## src/rtl/sisc_prog_loader_pkg.sv

```systemverilog
`default_nettype none
// ============================================================================
// sisc_prog_loader_pkg : state encodings and frame field widths for the loader
// Rev 1.0
// ============================================================================
package sisc_prog_loader_pkg;

    localparam int BYTE_W     = 8;
    localparam int WORD_W     = 32;
    localparam int CNT_W      = 16;
    localparam int WORD_BYTES = 4;
    localparam int IDX_W      = 2;

    typedef logic [2:0] state_t;

    localparam state_t ST_CNT_HI = 3'd0;
    localparam state_t ST_CNT_LO = 3'd1;
    localparam state_t ST_DATA   = 3'd2;
    localparam state_t ST_WRITE  = 3'd3;
    localparam state_t ST_CSUM   = 3'd4;
    localparam state_t ST_RUN    = 3'd5;
    localparam state_t ST_ERROR  = 3'd6;

    // States in which the loader consumes stream bytes.
    function automatic logic accepts_bytes(input state_t s);
        return (s == ST_CNT_HI) || (s == ST_CNT_LO) || (s == ST_DATA) || (s == ST_CSUM);
    endfunction

endpackage
`default_nettype wire

```

## src/rtl/sisc_word_packer.sv

```systemverilog
`default_nettype none
// ============================================================================
// sisc_word_packer : packs MSB-first bytes into 32-bit words, pulses word_rdy
// Rev 1.0
// ============================================================================
module sisc_word_packer
    import sisc_prog_loader_pkg::*;
(
    input  logic              clk,
    input  logic              rst_f,
    input  logic              shift_en,
    input  logic [BYTE_W-1:0] byte_in,
    output logic [WORD_W-1:0] word,
    output logic              word_rdy
);

    localparam logic [IDX_W-1:0] LAST_IDX = IDX_W'(WORD_BYTES - 1);

    // Only the first three bytes need storage; the fourth completes the word on the fly.
    logic [WORD_W-BYTE_W-1:0] shreg_q, shreg_d;
    logic [IDX_W-1:0]         byte_idx_q, byte_idx_d;

    always_comb begin
        shreg_d    = shreg_q;
        byte_idx_d = byte_idx_q;
        if (shift_en) begin
            shreg_d    = {shreg_q[WORD_W-2*BYTE_W-1:0], byte_in};
            byte_idx_d = byte_idx_q + IDX_W'(1);
        end
    end

    always_ff @(posedge clk or negedge rst_f) begin
        if (!rst_f) begin
            shreg_q    <= '0;
            byte_idx_q <= '0;
        end else begin
            shreg_q    <= shreg_d;
            byte_idx_q <= byte_idx_d;
        end
    end

    assign word     = {shreg_q, byte_in};
    assign word_rdy = shift_en && (byte_idx_q == LAST_IDX);

endmodule
`default_nettype wire

```

## src/rtl/sisc_prog_loader.sv

```systemverilog
`default_nettype none
// ============================================================================
// sisc_prog_loader : streams a checksummed program image into instruction
//                    memory and holds the SISC core in reset until verified
// Rev 1.0
// ============================================================================
module sisc_prog_loader
    import sisc_prog_loader_pkg::*;
#(
    parameter int                ADDR_W    = 16,
    parameter logic [ADDR_W-1:0] BASE_ADDR = '0
)(
    input  logic              clk,
    input  logic              rst_f,
    input  logic [BYTE_W-1:0] in_data,
    input  logic              in_valid,
    output logic              in_ready,
    output logic              im_we,
    output logic [ADDR_W-1:0] im_addr,
    output logic [WORD_W-1:0] im_wdata,
    output logic              cpu_rst_f,
    output logic              done,
    output logic              err
);

    // Largest word count that fits between BASE_ADDR and the top of memory.
    localparam logic [32:0] MAX_WORDS = (33'd1 << ADDR_W) - {{(33-ADDR_W){1'b0}}, BASE_ADDR};

    state_t              state_q, state_d;
    logic [BYTE_W-1:0]   cnt_hi_q, cnt_hi_d;
    logic [CNT_W-1:0]    words_left_q, words_left_d;
    logic [BYTE_W-1:0]   csum_q, csum_d;
    logic                in_ready_q, in_ready_d;
    logic                im_we_q, im_we_d;
    logic [ADDR_W-1:0]   im_addr_q, im_addr_d;
    logic [WORD_W-1:0]   im_wdata_q, im_wdata_d;
    logic                cpu_rst_f_q, cpu_rst_f_d;
    logic                done_q, done_d;
    logic                err_q, err_d;

    logic                accept;
    logic [CNT_W-1:0]    cnt_w;
    logic                overflow;
    logic [WORD_W-1:0]   packed_word;
    logic                word_rdy;

    assign accept   = in_valid && in_ready_q;
    assign cnt_w    = {cnt_hi_q, in_data};
    assign overflow = {{(33-CNT_W){1'b0}}, cnt_w} > MAX_WORDS;

    sisc_word_packer u_packer (
        .clk      (clk),
        .rst_f    (rst_f),
        .shift_en (accept && (state_q == ST_DATA)),
        .byte_in  (in_data),
        .word     (packed_word),
        .word_rdy (word_rdy)
    );

    always_ff @(posedge clk or negedge rst_f) begin
        if (!rst_f) begin
            state_q <= ST_CNT_HI;
        end else begin
            state_q <= state_d;
        end
    end

    always_comb begin
        state_d = state_q;
        case (state_q)
            ST_CNT_HI: if (accept) state_d = ST_CNT_LO;
            ST_CNT_LO: begin
                if (accept) begin
                    if (overflow)          state_d = ST_ERROR;
                    else if (cnt_w == '0)  state_d = ST_CSUM;
                    else                   state_d = ST_DATA;
                end
            end
            ST_DATA:   if (word_rdy) state_d = ST_WRITE;
            ST_WRITE:  state_d = (words_left_q == '0) ? ST_CSUM : ST_DATA;
            ST_CSUM:   if (accept) state_d = (in_data == csum_q) ? ST_RUN : ST_ERROR;
            ST_RUN:    state_d = ST_RUN;
            ST_ERROR:  state_d = ST_ERROR;
            default:   state_d = ST_CNT_HI;
        endcase
    end

    always_comb begin
        cnt_hi_d     = cnt_hi_q;
        words_left_d = words_left_q;
        csum_d       = csum_q;
        im_addr_d    = im_addr_q;
        im_wdata_d   = im_wdata_q;

        if (accept && (state_q == ST_CNT_HI)) cnt_hi_d = in_data;
        if (accept && (state_q == ST_CNT_LO)) words_left_d = cnt_w;
        if (word_rdy) begin
            words_left_d = words_left_q - CNT_W'(1);
            im_wdata_d   = packed_word;
        end
        // The CSUM byte itself is compared against, never folded in.
        if (accept && (state_q != ST_CSUM)) csum_d = csum_q ^ in_data;
        if (state_q == ST_WRITE) im_addr_d = im_addr_q + ADDR_W'(1);

        // Registered outputs follow the state being entered.
        in_ready_d  = accepts_bytes(state_d);
        im_we_d     = (state_d == ST_WRITE);
        cpu_rst_f_d = (state_d == ST_RUN);
        done_d      = (state_d == ST_RUN);
        err_d       = (state_d == ST_ERROR);
    end

    always_ff @(posedge clk or negedge rst_f) begin
        if (!rst_f) begin
            cnt_hi_q     <= '0;
            words_left_q <= '0;
            csum_q       <= '0;
            in_ready_q   <= 1'b0;
            im_we_q      <= 1'b0;
            im_addr_q    <= BASE_ADDR;
            im_wdata_q   <= '0;
            cpu_rst_f_q  <= 1'b0;
            done_q       <= 1'b0;
            err_q        <= 1'b0;
        end else begin
            cnt_hi_q     <= cnt_hi_d;
            words_left_q <= words_left_d;
            csum_q       <= csum_d;
            in_ready_q   <= in_ready_d;
            im_we_q      <= im_we_d;
            im_addr_q    <= im_addr_d;
            im_wdata_q   <= im_wdata_d;
            cpu_rst_f_q  <= cpu_rst_f_d;
            done_q       <= done_d;
            err_q        <= err_d;
        end
    end

    assign in_ready  = in_ready_q;
    assign im_we     = im_we_q;
    assign im_addr   = im_addr_q;
    assign im_wdata  = im_wdata_q;
    assign cpu_rst_f = cpu_rst_f_q;
    assign done      = done_q;
    assign err       = err_q;

endmodule
`default_nettype wire

```

## config.mk

```make
export PLATFORM = sky130hd
export DESIGN_NAME = sisc_prog_loader
export DESIGN_NICKNAME = d
export VERILOG_FILES = /design/src/rtl/sisc_prog_loader_pkg.sv /design/src/rtl/sisc_word_packer.sv /design/src/rtl/sisc_prog_loader.sv
export SDC_FILE = /design/constraint.sdc
export NUM_CORES = 1
export LEC_CHECK = 0
export CORE_MARGIN = 10
export CORE_UTILIZATION = 55
export DETAILED_ROUTE_END_ITERATION = 10
export HOLD_SLACK_MARGIN = 0.15
export PLACE_DENSITY = 0.77
export SETUP_SLACK_MARGIN = 0.05
export SYNTH_ARGS = -nofsm -noshare
export SYNTH_HDL_FRONTEND = slang
export SYNTH_SLANG_ARGS = --single-unit
```

## constraint.sdc

```tcl
create_clock -name clk -period 2.6 [get_ports clk]
set_input_delay 0.39 -clock clk [delete_from_list [all_inputs] [get_ports clk]]
set_output_delay 0.39 -clock clk [all_outputs]
set_load 0.005 [all_outputs]
```

; ---- Yosys cells after proc, flatten, opt, wreduce, memory -nomap -nowiden
; Cells that the tools add are included.
[op_classes]
n_addsub = 3
eq_ne = 15
n_mux = 10
bitwise_logic = 1
n_reduce_logical = 14
[op_table]
columns = cell, count
row1 = 16-bit logical NOT, 2
row2 = 16-bit two-way mux, 2
row3 = 3-bit case mux with 7 select lines, 1
row4 = 3-bit equality test (second input constant), 6
row5 = 3-bit two-way mux, 6
row6 = 16-bit by 1-bit adder with 16-bit output (second input constant), 1
row7 = 16-bit by 1-bit subtractor with 16-bit output (second input constant), 1
row8 = 3-bit by 2-bit equality test with 1-bit output (second input constant), 4
row9 = 8-bit equality test, 1
row10 = 8-bit bitwise XOR, 1
row11 = 3-bit by 1-bit equality test with 1-bit output (second input constant), 2
row12 = 1-bit logical AND, 6
row13 = 3-bit logical NOT, 2
row14 = 1-bit logical OR, 3
row15 = 3-bit inequality test (second input constant), 1
row16 = 2-bit by 1-bit adder with 2-bit output (second input constant), 1
row17 = 2-bit equality test (second input constant), 1
row18 = 2-bit two-way mux, 1
row19 = 2-bit nonzero test, 1
[totals]
regBits = 113
input_bits = 11
out_inout_bits = 53
elab_cells = 55

; ---- Longest topological paths before layout
[logic_depth]
ltp_word = 9
ltp_mapped = 9
mapped_depth_nobuf = 6

; ---- Cells and area by module
; Synthesis repeated with hierarchy kept, for this count alone.
[hier_totals]
hier_cells = 414
area_unflattened_um2 = 5139.9
[modules_own_cells]
columns = module, n_inst, cells_per_inst, area_per_inst_um2, seq_area_each_um2
row1 = sisc_prog_loader, 1, 349, 4001.3, 2177.1
row2 = sisc_word_packer, 1, 65, 1138.6, 650.6

; ---- Worst setup path after synthesis
; OpenSTA, ideal clock, no wires.
[synth_timing]
kind = reg2reg
from = reg words_left_q[7]
to = reg words_left_q[15]
setup_time_ns = 0.127
arrival_time_ns = 1.870
required_ns = 2.473
path_slack_ns = 0.603
path_stages_with_launch = 6
path_buffers = 0
synth_period_minus_slack_ns = 1.997
path_cell_list = dfrtp_1 or3_4 or4_4 or4_4 nand3_2 o211ai_2
[synth_via]
elab_chain_cells = 2
[synth_rtl]
columns = element, line
row1 = "start, declared", sisc_prog_loader.sv:31  ; logic [CNT_W-1:0] words_left_q, words_left_d;
row2 = "start signal, assigned", sisc_prog_loader.sv:127  ; words_left_q <= words_left_d;
row3 = 16-bit by 1-bit subtractor with 16-bit output, sisc_prog_loader.sv:98  ; words_left_d = words_left_q - CNT_W'(1);
row4 = 16-bit two-way mux, sisc_prog_loader.sv:97  ; if (word_rdy) begin
; No other way between the ends.
; A chain may end at the register's enable or synchronous reset.

; ---- Final worst setup path
[layout_timing]
from = reg state_q[0]
to = reg words_left_q[6]
[layout_via]
elab_chain_cells = 4
elab_cells_between_ends = 7
cone_classes = eq/ne (2) / mux (1) / reduce/logical (4)
[layout_rtl]
columns = element, line
row1 = "start, declared", sisc_prog_loader.sv:29  ; state_t state_q, state_d;
row2 = "start signal, assigned", sisc_prog_loader.sv:64  ; state_q <= state_d;
row3 = 3-bit by 2-bit equality test with 1-bit output, sisc_prog_loader.sv:54  ; .shift_en (accept && (state_q == ST_DATA)),
row4 = 1-bit logical AND, sisc_prog_loader.sv:54
row5 = 1-bit logical AND, sisc_word_packer.sv:43  ; assign word_rdy = shift_en && (byte_idx_q == LAST_IDX);
row6 = 16-bit two-way mux or 2-bit nonzero test (tied branches), n/a
; Several ways; a longest one is shown, not always the timed one.

==> metrics <==
core box area=8636 µm²; Die Wd=113.6 µm; prevailing post-synth register cell=dfrtp_1; worst hold path type=in -> async; sum of buffers and inverters on the critical path=3; # diodes=0; post-layout power=7583 µW; Sink Count=113; CP Class=reg -> reg; final setup vio count=0; IO Pins=64; Leak=0.002832 µW; Via density=5.565; max_cap viols=0; vias in the first global route=3692; CP Launch Type=flop; detailed placement HPWL=7679 µm; latest clock arrival within the worst-skew pair=0.52 ns; Setup TNS Final=0 ns; area delta synth->final=30.57%; fin crit share=82.93%; WL final=11350 µm; FFs w/ async S/R, synth=100.0%; YS warnings=0; Via Count=3578; H-tree Lvls=4; Critical Path End Type=flop; NetSw=2353 µW; cell with the most instances after synthesis=nand2_1; relative slew slack=59.30%; average size of a mapped cell=11.01 µm²; clock share of power=30.3%; Layout Nets=536; f_max=463.8 MHz; Top Family by Delay on Critical Path=buffers and inverters; Rows=34; status=complete, no violations; wire per inst=17.66 µm; Tmin final=2.156 ns; Final WS setup=0.4439 ns; CTS Buffer Depth=2; largest net degree at the start of global routing=51; Die Span Y=113.6 µm; Max Clock Skew=0.01015 ns; Max stage delay cell, worst path=dfrtp_1; Synth area leader=dfrtp_1; fillers=594; Final Hold Vio Count=0; I/O Buffers=63; Initial Util=55.84%; worst hold margin=0.3816 ns; CTS tree=built; GRT Total Usage=18.40%; Worst-path clk slew=0.06 ns; top post-synthesis cells by area=dfrtp_1 (59%), nand2_1 (10%), mux2_2 (7.7%); pwr dens=1204 nW/µm²; Slowest Stage Delay on Critical Path=0.54 ns; post-CTS setup buffers=0; synth cell count leaders=nand2_1 (134), dfrtp_1 (113), mux2_2 (33); Post-Syn Area=4822 µm²; count of different cell masters after synthesis=57; GR Overflow Total=0; number of flops mapped to enable cells by yosys=0; register area share after synthesis=58.64%; Combinational Power Share=28.4%; share of cells above drive strength 1=17.94%; sw frac=31.02%; Peak supply drop=0.5686 mV; CP arrival=2.55 ns; Post-Syn Instances=438; RSZ-0062 raised after global routing=no; sequential share of power=41.3%; total CTS buffers=17; PostCTS Resize Cnt=0; worst-margin pin slew=0.6029 ns; die area=12910 µm²; Critical Path RT=3.00 ns; Root Buffer=clkbuf_8; TritonRoute pass-1 iters=4; CP cell instances=and4b_1, nand3_1, buf_4, inv_1, buf_12, nand2_1, a21boi_0, a211o_1; share of the synthesized area in the top cell type=58.64%; initial DRC count=212; DRC viols=0; internal power=5231 µW; GPL Wtd Cong=0.8900; first-pass GRT wire length=19110 µm; initial antenna violation count=0; CTS Hold Bufs=1; Syn Nets=452; ANT nets after route=0; crit path max fanout=37; fin. max-slew vios=0; worst slack, placed=0.1429 ns; final core occ=72.91%; register bit total from synthesis=113
[per-stage QoR]
| stage | instances | area [µm²] |
|---|---|---|
| floorplan | 438 | 4822 |
| global placement | 610 | 5694 |
| detailed placement | 610 | 5694 |
| CTS | 643 | 6296 |
| global route | 643 | 6296 |
| finish | 643 | 6296 |
[cell usage in the layout (no fill, tap or decap), types with 2 or more instances in the layout]
master           instances
nand2_1                134
dfrtp_1                113
clkdlybuf4s50_1         62
mux2_2                  33
xnor2_1                 18
buf_4                   17
clkbuf_16               16
xor2_1                  14
nor2_1                  10
nand3_1                 10
o211ai_1                 8
inv_1                    6
nor4_1                   6
o311ai_0                 6
nor3_1                   5
clkinvlp_4               5
and2_1                   4
a21oi_1                  3
nand4_1                  3
nand2b_1                 3
or3_1                    3
ha_1                     3
bufinv_16                3
clkinv_2                 3
buf_12                   3
or4_4                    2
and4b_1                  2
or4_1                    2
and3_1                   2
clkbuf_8                 2
[power by group through the flow]
| stage | Combinational (µW) | Clock, µW | Sequential (µW) |
|---|---|---|---|
| finish | 2150 | 2300 | 3130 |
| global route | 2400 | 2420 | 3240 |
| CTS | 2200 | 2320 | 3130 |
| detailed placement | 2170 | 0 | 3130 |
| global placement | 2090 | 0 | 3090 |
| floorplan | 1240 | 0 | 2980 |
[area by class of cell]
cell class / count / area (µm²) / area share, %
well taps: 108 / 135.1 / 2.146
clock buffers: 19 / 431.7 / 6.856
flip-flops and latches: 113 / 2828 / 44.91
clock inverters: 13 / 160.2 / 2.544
multi-input cells: 301 / 1901 / 30.19
inverters: 6 / 22.52 / 0.3577
repair buffers: 83 / 818.3 / 13.00
[per-layer routing]
metal / GRT usage [%] / share of wire, %
met3: 6.247 / 6.6
met4: 6.261 / 1.3
met5: 0 / 0
met2: 28.71 / 49
met1: 23.44 / 43
[flip-flops by register name, indices dropped and copies added (netlist names)]
| register | cells |
|---|---|
| cnt_hi_q | 8 |
| csum_q | 8 |
| done | 1 |
| err | 1 |
| im_addr | 16 |
| im_wdata | 32 |
| im_we | 1 |
| in_ready | 1 |
| state_q | 3 |
| u_packer.byte_idx_q | 2 |
| u_packer.shreg_q | 24 |
| words_left_q | 16 |
[final timing paths]
path,start,endpoint,slack (ns),depth (start not counted)
max,state_q[0],words_left_q[6],0.44,8
min,rst_f,im_addr[6],0.38,2
max reg2reg,state_q[0],words_left_q[6],0.44,8
min reg2reg,im_wdata[28],im_wdata[28],0.47,2
max in group asynchronous,rst_f,words_left_q[3],1.49,3
min in group clk,im_wdata[28],im_wdata[28],0.47,2
[logic make-up after synthesis]
kind of cell	Yosys count	share of synthesized area, %
buffers and inverters	24	2.076
XOR/XNOR	32	5.812
AO/OA/AOI/OAI	35	5.864
AND/OR/NAND/NOR	198	19.12
flip-flops	113	58.64
multiplexers	33	7.706
adder cells (fa/ha/maj)	3	0.7785
No activity file was read; power rests on OpenSTA's default activity.
==> patch 1: new RTL, config.mk and constraints unchanged <==
Put one more register stage on the output `err`, without a reset. The value now appears one clock later. The other outputs are not delayed to match.
--- a/src/rtl/sisc_prog_loader.sv
+++ b/src/rtl/sisc_prog_loader.sv
@@ -144,3 +144,5 @@
     assign done      = done_q;
-    assign err       = err_q;
+    always_ff @(posedge clk) begin
+        err <= err_q;
+    end
 
Function: changed (Yosys sat finds a counterexample within 10 cycles, from zero or initial values and one cycle with rst_f low).
==> patch 1 against the unedited design <==
  * Via count increased by 1.7%
  * First-iteration DRC count grew 54%
  * Critical path depth down 3
  * Final area increased by 1.2%
  * Total power grew 3.0%
  * Worst setup slack improved by 0.0053 ns
  * Routed wire length increased by 1.9%
  * Clock power rose by 8%
  * Non-clock buffer count grew 3
  * Synthesized cell count rose by 0.23%
  * Sequential cell count rose by 1
  * Area after synthesis rose by 0.42%
==> patch 1: results (changes against the unedited design) <==
| Metric | Value |
|---|---|
| Met2 wire length | 5580 µm (-0.13%) |
| Slowest cell on crit path | or4_4 |
| Worst vdd ir | 0.000601 V (+5.6%) |
| Status | completed |
| Vias/cell | 5.62 (+1.0%) |
| Sequential element share of the synthesized area | 58.8% (+0.17 points) |
| Syn_nets | 453 (+0.22%) |
| Crit path max-delay family | simple AND/OR/NAND/NOR gates |
| Drt first pass iters | 5 (+1) |
| Routability Congestion | 0.925 (+3.9%) |
| Drt initial violations | 326 (+54%) |
| Synth area leaders | dfrtp_1 58%, nand2_1 10%, mux2_2 7.7%, xnor2_1 3.3%, xor2_1 2.5% |
| Critical path data arrival time | 2.51 ns (-0.04 ns) |
| CP endpoint | in_ready |
| Largest net degree at the start of global routing | 69 (+35%) |
| Critical R2R Launch | words_left_q[7] |
| Met3 WL | 764 µm (+2.3%) |
| Crit Path Max Fanout | 4 (-89%) |
| Total GRT Usage | 18.6% (+0.17 points) |
| Final Critical Period | 2.15 ns (-0.00527 ns) |
| Metal-1 WL | 5030 µm (+3.5%) |
| Leak Pwr | 0.00288 µW (+1.6%) |
| Grt met3 use | 5.67% (-0.58 points) |
| CP peak stage delay | 0.45 ns (-0.09 ns) |
| Final #Nets | 540 (+0.75%) |
| Rel. slew slack | 55.7% (-3.6 points) |
| Met2 global-route usage | 29.2% (+0.50 points) |
| Share of layout cells above drive strength 1 | 18.4% (+0.42 points) |
| Clock Skew | 0.00975 ns (-0.000397 ns) |
| Met1 GRT Util | 23.2% (-0.25 points) |
| Async S/R FF share, synth | 99.1% (-0.88 points) |
| Hold/Removal Path Class | register to register |
| Post-Route WL | 11600 µm (+1.9%) |
| Post-synth cell types | 58 (+1.8%) |
| Clock latency on the worst-skew pair | around 0.5 ns |
-- patch 1: cell types whose count changed after synthesis --
cell	unedited run	this run
dfxtp_1	0	1
-- patch 1: kinds of logic (layout without fill, tap and decap cells) --
kind of cell / after synthesis / after routing / synth area share, %
xor gates and xnor gates: 32 / 32 / 5.79
adders and majority gates: 3 / 3 / 0.775
and+or+nand+nor: 198 / 198 / 19.0
muxes: 33 / 33 / 7.67
buffers and inverters: 24 / 124 / 2.07
AOI/OAI and AO/OA: 35 / 35 / 5.84
DFF: 114 / 114 / 58.8
-- patch 1: report_power, final --
part / switching (µW) / internal, µW
clock: 818 / 1680
combinational: 926 / 1250
sequential: 619 / 2520
total: 2360 / 5440
-- patch 1: worst min path at each step --
stage           from     endpoint  slack [ns]  depth (start not counted)
6_report       err_q          err        0.34                          0
5_1_grt        err_q          err        0.34                          0
4_1_cts        err_q          err        0.34                          0
3_5_place_dp   err_q          err        0.33                          0
3_3_place_gp   err_q          err        0.33                          0
2_1_floorplan  rst_f  cnt_hi_q[0]        0.09                          0
-- patch 1: stage by stage --
stage          util, %  setup slack, ns  instance area [µm²]  total power (µW)  instances
2_1_floorplan        -            0.603                 4840              4230        439
3_3_place_gp      66.3            0.232                 5720              5210        614
3_5_place_dp      66.3            0.158                 5720              5310        614
4_1_cts           73.8            0.440                 6370              7860        647
5_1_grt           73.8            0.326                 6370              8240        647
6_report          73.8            0.449                 6370              7810        647
-- patch 1: cell type report --
| class | count | area (µm²) |
|---|---|---|
| repair buffers | 86 | 828 |
| inverters | 6 | 22.5 |
| multi-input cells | 301 | 1900 |
| fillers | 596 | 2260 |
| clock inverters | 13 | 208 |
| well taps | 108 | 135 |
| clock buffers | 19 | 432 |
| flip-flops and latches | 114 | 2850 |
==> patch 2: new RTL, config.mk and constraints unchanged <==
Without the edit above. Set the parameter `ADDR_W` to 18 (it was 16).
--- a/src/rtl/sisc_prog_loader.sv
+++ b/src/rtl/sisc_prog_loader.sv
@@ -9,3 +9,3 @@
 #(
-    parameter int                ADDR_W    = 16,
+    parameter int                ADDR_W    = 18,
     parameter logic [ADDR_W-1:0] BASE_ADDR = '0
Interface: changed (resized im_addr); port bits go from 64 to 66. The function was not compared with the original's and may differ.
==> patch 2 against the unedited design <==
  * Sequential cell count up 2
  * Sequential share of layout area rose by 0.053 points
  * Area after synthesis grew 2.0%
  * Cell count up 2.6%
  * Worst setup slack better by 0.057 ns
  * Utilization grew 0.48 points
  * Final area up 1.6%
  * Routed wire length grew 5.2%
Power is not compared: it rests on default switching activity, and its combinational part moved more than twofold at a synthesized area within 25%.
==> patch 2: results (changes against the unedited design) <==
| Metric | Value |
|---|---|
| Status | completed |
| Met2 global-route usage | 31.1% (+2.4 points) |
| Total GRT Usage | 19.4% (+1.0 points) |
| Final cell count without fillers | 660 (+2.6%) |
| Drt first pass iters | 7 (+3) |
| Crit Path Max Fanout | 21 (-43%) |
| Layout Utilization | 73.4% (+0.48 points) |
| Clock Skew | 0.00835 ns (-0.00179 ns) |
| Post-Route WL | 11900 µm (+5.2%) |
| Dpl cell area | 0.00581 mm² (+2.0%) |
| Port bufs | 65 (+3.2%) |
| Grt met3 use | 5.71% (-0.53 points) |
| Setup slack at placement | 0.141 ns (-0.00151 ns) |
| First-pass GRT wire length | 20300 µm (+6.5%) |
| Critical path data arrival time | 2.49 ns (-0.06 ns) |
| Drt initial violations | 339 (+60%) |
| R2R depth | 6 (-2) |
| CP peak stage delay | 0.44 ns (-0.10 ns) |
| Synth area leaders | dfrtp_1 58%, nand2_1 10%, mux2_2 7.6%, xnor2_1 5.0%, nand4_1 1.1% |
| Synth cell count leaders | 132 x nand2_1, 115 x dfrtp_1, 33 x mux2_2, 28 x xnor2_1, 15 x nor2_1 |
| Routed vias | 3749 (+4.8%) |
| Layout fillers | 622 (+4.7%) |
| Sequential element share of the synthesized area | 58.5% (-0.16 points) |
| Post-synth cell types | 48 (-16%) |
| Routability Congestion | 0.945 (+6.2%) |
| RR Endpoint | words_left_q[11] |
| DP Wirelength | 7980 µm (+3.9%) |
| Syn_nets | 462 (+2.2%) |
| Max reg flops | 32 (unchanged) |
| Final Critical Period | 2.10 ns (-0.0571 ns) |
| Vias in the first global route | 3931 (+6.5%) |
| CTS Buf Count | 17 (unchanged) |
| Placed insts | 627 (+2.8%) |
| Met1 GRT Util | 24.3% (+0.81 points) |
| Share of layout cells above drive strength 1 | 17.9% (about the same) |
| Final #Nets | 553 (+3.2%) |
| YS warnings | 0 (unchanged) |
| Met2 wire length | 5780 µm (+3.4%) |
| Metal-1 WL | 5020 µm (+3.3%) |
| Crit path max-delay family | simple AND/OR/NAND/NOR gates |
| Leak Pwr | about 0.003 µW |
| Reg-to-reg setup timing slack | 0.50 ns (+0.06 ns) |
| Least-Margin Pin Slew | 0.442 ns (-0.161 ns) |
| Mean Syn Cell Area | 11.0 µm² (-0.23%) |
| Met3 WL | 879 µm (+18%) |
patch 2: cell count changes after synthesis, moves of 3 or more:
| cell | delta |
|---|---|
| xnor2_1 | +10 |
| xor2_1 | -8 |
| nand4_1 | +6 |
| clkbuf_1 | -5 |
| nor2_1 | +5 |
| nor3_1 | +5 |
| and2_1 | -4 |
| buf_2 | +4 |
| o211ai_1 | -4 |
| o311ai_0 | -4 |
| or3_1 | -3 |
patch 2: logic make-up after synthesis:
kind of cell	share of synthesized area, %
AO/OA/AOI/OAI	5.54
XOR/XNOR	6.05
adder cells (fa/ha/maj)	0.763
buffers and inverters	1.98
flip-flops	58.5
multiplexers	7.55
AND/OR/NAND/NOR	19.6
patch 2: cell type report:
class,instances,share of cell area (%)
clock buffers,18,6.69
clock inverters,14,2.44
inverters,7,0.411
multi-input cells,311,30.4
flip-flops and latches,115,45.0
well taps,108,2.11
repair buffers,87,12.9
patch 2: power groups by stage:
stage / Clock (µW) / Sequential, µW / Combinational (µW)
3_5_place_dp: 0 / 2100 / 392
2_1_floorplan: 0 / 2050 / 270
6_report: 2250 / 2070 / 391
3_3_place_gp: 0 / 2090 / 380
4_1_cts: 2280 / 2070 / 399
5_1_grt: 2360 / 2090 / 443
patch 2: worst min path at each step:
stage,slack (ns),end,start,cells past startpoint
3_5_place_dp,0.37,im_addr[3],rst_f,1
3_3_place_gp,0.37,im_addr[2],rst_f,1
6_report,0.37,im_addr[2],rst_f,2
2_1_floorplan,0.09,cnt_hi_q[0],rst_f,0
4_1_cts,0.37,im_wdata[30],rst_f,2
5_1_grt,0.40,im_addr[3],rst_f,2
patch 2: what timing repair did:
| action | CTS | global route |
|---|---|---|
| setup endpoints to repair | 0 | 0 |
| hold buffers | 1 | 0 |
| hold endpoints to repair | 29 | 0 |
